`src/rtl/tpm_spi_host.sv`:
```
// TPM SPI host: shifts a 4-byte header out, handles TPM wait states, then moves
// 1..64 data bytes (SPI mode 0, MSB first) and reports done/timeout.
module tpm_spi_host #(
  parameter int unsigned CLK_DIV  = 4,
  parameter int unsigned MAX_WAIT = 255
) (
  input  logic        clock,
  input  logic        reset_n,
  input  logic        req_valid,
  output logic        req_ready,
  input  logic        req_read,
  input  logic [5:0]  req_size,
  input  logic [23:0] req_addr,
  input  logic [7:0]  wr_data,
  output logic        wr_take,
  output logic [7:0]  rd_data,
  output logic        rd_valid,
  output logic        done,
  output logic        timeout,
  output logic        SPI_clk,
  output logic        SPI_cs_n,
  output logic        SPI_mosi,
  input  logic        SPI_miso
);

  localparam int unsigned DivW  = $clog2(CLK_DIV + 1);
  localparam int unsigned WaitW = (MAX_WAIT > 0) ? $clog2(MAX_WAIT + 1) : 1;

  typedef enum logic [2:0] {StIdle, StHeader, StWait, StData, StFinish} state_e;

  state_e             state_q, state_d;
  logic [DivW-1:0]    div_q, div_d;
  logic               sclk_q, sclk_d;
  logic               cs_n_q, cs_n_d;
  logic [7:0]         sr_q, sr_d;
  logic [6:0]         rx_q, rx_d;
  logic [3:0]         bit_q, bit_d;
  logic [5:0]         byte_q, byte_d;
  logic [WaitW-1:0]   wait_q, wait_d;
  logic               read_q, read_d;
  logic [5:0]         size_q, size_d;
  logic [23:0]        addr_q, addr_d;
  logic               to_pend_q, to_pend_d;
  logic [7:0]         rd_data_q, rd_data_d;
  logic               rd_valid_q, rd_valid_d;
  logic               done_q, done_d;
  logic               timeout_q, timeout_d;

  logic       active, tick, rise, fall, byte_end;
  logic       hdr_more, data_last, load_data;
  logic [7:0] hdr_next;

  assign active    = (state_q == StHeader) || (state_q == StWait) || (state_q == StData);
  assign tick      = active && (div_q == DivW'(CLK_DIV - 1));
  assign rise      = tick && !sclk_q;
  assign fall      = tick && sclk_q;
  // A byte ends on the falling edge that follows its 8th rising edge.
  assign byte_end  = fall && (bit_q == 4'd8);
  assign hdr_more  = (state_q == StHeader) && (byte_q != 6'd3);
  assign data_last = (state_q == StData) && (byte_q == size_q);
  // rx_q[0] holds the MISO bit sampled on the last rising edge of the byte.
  assign load_data = byte_end && !hdr_more && !data_last && ((state_q == StData) || rx_q[0]);
  assign hdr_next  = (byte_q[1:0] == 2'd0) ? addr_q[23:16] :
                     (byte_q[1:0] == 2'd1) ? addr_q[15:8]  : addr_q[7:0];

  always_ff @(posedge clock) begin
    if (!reset_n) begin
      state_q    <= StIdle;
      div_q      <= '0;
      sclk_q     <= 1'b0;
      cs_n_q     <= 1'b1;
      sr_q       <= '0;
      rx_q       <= '0;
      bit_q      <= '0;
      byte_q     <= '0;
      wait_q     <= '0;
      read_q     <= 1'b0;
      size_q     <= '0;
      addr_q     <= '0;
      to_pend_q  <= 1'b0;
      rd_data_q  <= '0;
      rd_valid_q <= 1'b0;
      done_q     <= 1'b0;
      timeout_q  <= 1'b0;
    end else begin
      state_q    <= state_d;
      div_q      <= div_d;
      sclk_q     <= sclk_d;
      cs_n_q     <= cs_n_d;
      sr_q       <= sr_d;
      rx_q       <= rx_d;
      bit_q      <= bit_d;
      byte_q     <= byte_d;
      wait_q     <= wait_d;
      read_q     <= read_d;
      size_q     <= size_d;
      addr_q     <= addr_d;
      to_pend_q  <= to_pend_d;
      rd_data_q  <= rd_data_d;
      rd_valid_q <= rd_valid_d;
      done_q     <= done_d;
      timeout_q  <= timeout_d;
    end
  end

  always_comb begin
    state_d    = state_q;
    div_d      = div_q;
    sclk_d     = sclk_q;
    cs_n_d     = cs_n_q;
    sr_d       = sr_q;
    rx_d       = rx_q;
    bit_d      = bit_q;
    byte_d     = byte_q;
    wait_d     = wait_q;
    read_d     = read_q;
    size_d     = size_q;
    addr_d     = addr_q;
    to_pend_d  = to_pend_q;
    rd_data_d  = rd_data_q;
    rd_valid_d = 1'b0;
    done_d     = 1'b0;
    timeout_d  = 1'b0;
    unique case (state_q)
      StIdle: begin
        if (req_valid) begin
          state_d = StHeader;
          read_d  = req_read;
          size_d  = req_size;
          addr_d  = req_addr;
          cs_n_d  = 1'b0;
          sclk_d  = 1'b0;
          sr_d    = {req_read, 1'b0, req_size};
          div_d   = '0;
          bit_d   = '0;
          byte_d  = '0;
          wait_d  = '0;
        end
      end
      StHeader, StWait, StData: begin
        div_d = tick ? '0 : div_q + DivW'(1);
        if (rise) begin
          sclk_d = 1'b1;
          rx_d   = {rx_q[5:0], SPI_miso};
          bit_d  = bit_q + 4'd1;
          if ((state_q == StData) && read_q && (bit_q == 4'd7)) begin
            rd_data_d  = {rx_q, SPI_miso};
            rd_valid_d = 1'b1;
          end
        end
        if (fall) begin
          sclk_d = 1'b0;
          sr_d   = {sr_q[6:0], 1'b0};
        end
        if (byte_end) begin
          bit_d = '0;
          if (hdr_more) begin
            byte_d = byte_q + 6'd1;
            sr_d   = hdr_next;
          end else if (data_last) begin
            state_d = StFinish;
            sr_d    = '0;
            div_d   = '0;
          end else if (load_data) begin
            state_d = StData;
            byte_d  = (state_q == StData) ? byte_q + 6'd1 : 6'd0;
            sr_d    = read_q ? 8'h00 : wr_data;
          end else if (wait_q < WaitW'(MAX_WAIT)) begin
            state_d = StWait;
            wait_d  = wait_q + WaitW'(1);
            sr_d    = '0;
          end else begin
            state_d   = StFinish;
            to_pend_d = 1'b1;
            sr_d      = '0;
            div_d     = '0;
          end
        end
      end
      StFinish: begin
        cs_n_d = 1'b1;
        div_d  = div_q + DivW'(1);
        if (div_q == DivW'(CLK_DIV)) begin
          state_d   = StIdle;
          div_d     = '0;
          done_d    = 1'b1;
          timeout_d = to_pend_q;
          to_pend_d = 1'b0;
        end
      end
      default: state_d = StIdle;
    endcase
  end

  always_comb begin
    req_ready = (state_q == StIdle);
    wr_take   = load_data && !read_q;
  end

  assign rd_data  = rd_data_q;
  assign rd_valid = rd_valid_q;
  assign done     = done_q;
  assign timeout  = timeout_q;
  assign SPI_clk  = sclk_q;
  assign SPI_cs_n = cs_n_q;
  assign SPI_mosi = sr_q[7];

endmodule

```
`config.mk`:
```
export PLATFORM = sky130hd
export DESIGN_NAME = tpm_spi_host
export DESIGN_NICKNAME = d
export VERILOG_FILES = /design/src/rtl/tpm_spi_host.sv
export SDC_FILE = /design/constraint.sdc
export NUM_CORES = 1
export LEC_CHECK = 0
export CAP_MARGIN = 20
export CORE_MARGIN = 2
export CORE_UTILIZATION = 41
export CTS_CLUSTER_DIAMETER = 200
export DETAILED_ROUTE_END_ITERATION = 6
export PLACE_DENSITY = 0.73
export SLEW_MARGIN = 20
export SYNTH_ARGS = -nofsm -noshare
export SYNTH_HDL_FRONTEND = slang
export SYNTH_SLANG_ARGS = --single-unit
```
`constraint.sdc`:
```
create_clock -name clock -period 2.35 [get_ports clock]
set_clock_uncertainty 0.15 [all_clocks]
set_input_delay 0.235 -clock clock [delete_from_list [all_inputs] [get_ports clock]]
set_output_delay 0.235 -clock clock [all_outputs]
set_load 0.05 [all_outputs]
```
==> out/summary.txt <==
final hold vios: 0
Yosys top cell area share: 39.9%
max_cap viols: 0
die width: 105 microns
Design Area, Final: 0.00538 sq mm
Clk Latency, worst-skew pair: 0.37 ns
Seq cells post-synth: 84
largest net degree at the start of global routing: 34
synthesized instance count: 498
DRC violations left: 0
nature of the critical path startpoint: flip-flop
PD cells: 557 mW/mm^2
Worst-Margin Slew: 0.532 ns
Tot GR Track Use: 18.7%
Hold Path Class: in -> reg
crit path DAT: 1.92 ns
Die H: 105 microns
Synthesis Warnings: 0
sequential area share after synthesis: 39.9%
htree depth: 3
Critical Path Sink Type: primary output
CP max FO: 6
footprint of the multi-input gates: 0.00243 sq mm
reg2reg start: byte_q[0]
CP max-delay cell: dfxtp_4
vias in the first global route: 3586
crit-path cells: ha_2, nand4b_1, o21ai_2, nand3b_1, nor3_4, buf_12
status: finished, final reports clean
total negative slack: 0 ns
met3 usage: 3.59%
global-route wire length before repair: 16.8 mm
via/cell ratio: 5.20
distinct cell type count after synthesis: 57
synth top area cells: dfxtp_1, nand2_1, a21boi_0
Core ar.: 0.0101 sq mm
port bufs: 58
1st-pass router iterations: 6
Final Max Tran Viols: 0
Setup-failing EPs final: 0
final worst-path cycle share: 98.2%
Syn Area/Cell: 8.47 sq um
area leader, netlist: dfxtp_1
clock tree sinks: 84
placed cells: 687
CTS tree: done
GPL Wtd Cong: 0.862
total CTS buffers: 9
Critical Path RT: 1.97 ns
ys flop type: dfxtp_1
Setup WS post-layout: 0.0430 ns
max_slew headroom: 64.6%
Setup CP Type: reg -> out
grt total ovfl: 0
Fill cells: 919
pre-CTS setup slack: 0.109 ns
busiest grt layer: met2
met1 Use GR: 23.6%
DR WL/cell: 14.1 microns
placed instance area: 0.00508 sq mm
1st-iter DRT viols: 226
slowest stage delay, CP: 0.39 ns
P&R area growth vs syn: 27.7%
RSZ-0062 raised after global routing: yes
layout cell share with drive strength beyond 1: 14.4%
Cell Area, Synth: 0.00422 sq mm
fin nets: 623
worst hold start: reset_n
M2 GR Usage: 31.3%
fin cells: 712
Reg area: 0.00169 sq mm
post-route ant nets: 0
Initial Util: 41.6%
final WL: 10.1 mm
Max VDD drop: 0.000244 V
IO Pins: 59
initial antenna violation count: 0
ANT cells: 0
post-DP HPWL: 7.25 mm
root buffer cell: clkbuf_8
total nets after synthesis: 550
Pleak: 1.98 nW
Post-synth EDFFs: 0
CTS clock-pin slew for the worst setup and hold paths: 0.10 ns
Clock Tree Buf Depth: 2
Via Count: 3700
count of hold-fix buffers inserted at cts: 0
die area: 0.0111 sq mm
crit path from: byte_q[0]
FFs w/ async S/R, synth: 0%
power consumption: 0.00300 W
Max Fclk: 0.433 GHz
num rows: 37
Tmin final: 2.31 ns
through the flow:
step / utilization (%) / hold WS [ns]
global route: 53.1 / 0.179
CTS: 52.3 / 0.141
detailed placement: 50.1 / 0.306
finish: 53.1 / 0.138
floorplan: - / 0.220
global placement: 50.1 / 0.299
cell families (layout without fill, tap and decap cells):
group / count (synthesis) / count (layout) / synth area share [%]
AOI/OAI and AO/OA: 123 / 123 / 20.8
xor gates and xnor gates: 14 / 14 / 2.91
DFF: 84 / 84 / 39.9
and+or+nand+nor: 205 / 205 / 23.6
muxes: 26 / 26 / 6.26
adders and majority gates: 9 / 9 / 2.67
buffers and inverters: 37 / 115 / 3.92
where the power goes:
part           total (W)  leakage [nW]  internal [W]  switching (W)
Combinational   0.000453          1.20      0.000215       0.000238
Clock            0.00102        0.0958      0.000431       0.000587
Sequential       0.00153         0.688       0.00148      0.0000443
worst max-delay path, delay by kind of cell (launching register included):
kind,cells,cell delay (ns)
AND/OR/NAND/NOR,3,0.57
flip-flops,1,0.39
adder cells (fa/ha/maj),1,0.20
AO/OA/AOI/OAI,1,0.20
buffers and inverters,1,0.18
metal layers:
layer | share of wire [%] | routed length, microns
met1 | 47 | 4690
met2 | 48 | 4790
met3 | 4.1 | 415
met4 | 1.7 | 166
met5 | 0 | 0
registers in the layout (all words and copies together) (netlist names), 3 cells and up:
register  cells
bit_q         4
byte_q        6
wait_q        8
div_q         3
rx_q          7
rd_data       8
state_q       3
sr_q          8
addr_q       24
size_q        6
cell usage after synthesis, drive strengths merged, types with 2 or more instances:
cell type,number
nand4,5
nand3b,4
a21boi,34
o211ai,6
or3,2
a31oi,9
mux2,3
nor3,4
o22ai,6
a22oi,2
xor2,13
mux2i,23
nor2b,19
buf,11
nand3,11
o21bai,3
clkbuf,17
o2111ai,2
dfxtp,84
ha,9
a21o,2
or2,3
nand4b,5
o32ai,2
nor2,30
inv,9
a21oi,12
and3,5
nand2,100
nor3b,3
o22a,6
and2,8
o21ai,27
o21a,5
worst paths after layout:
path               endpoint  slack [ns]  cells past startpoint
hold / removal     SPI_cs_n        0.14                      2
setup reg to reg  byte_q[5]        0.13                      9
hold reg to reg   addr_q[3]        0.32                      2
setup / recovery    wr_take        0.04                      6
cells in the final DEF, fill, tap and decap left out, types with 6 or more instances in the layout:
cell type	synthesis	final
dfxtp_1	84	76
o21ai_0	26	26
buf_4	5	30
inv_1	9	9
clkdlybuf4s50_1	0	55
a21oi_1	12	12
a31oi_1	9	9
mux2i_1	23	23
o22a_1	6	6
xor2_1	13	13
dfxtp_2	0	7
and2_1	7	6
ha_1	9	6
clkbuf_8	0	10
o211ai_1	6	6
nand3_1	11	11
nand2_1	98	97
nor2_1	30	29
o22ai_1	6	6
a21boi_0	32	32
nor2b_1	19	19
what timing repair did:
action | 4_1_cts | 5_1_grt
pin swaps | 2 | 4
setup endpoints to repair | 1 | 3
resized for setup | 5 | 9
setup buffers | 2 | 7
hold endpoints to repair | 0 | 0
cell type report:
| cell class | count | area share, % |
|---|---|---|
| Sequential cell | 84 | 31.5 |
| Multi-Input combinational cell | 377 | 45.1 |
| Clock buffer | 10 | 2.56 |
| Inverter | 9 | 0.628 |
| Clock inverter | 6 | 1.09 |
| Tap cell | 136 | 3.16 |
| Timing Repair Buffer | 90 | 16.0 |
(Power assumes the default switching activity.)
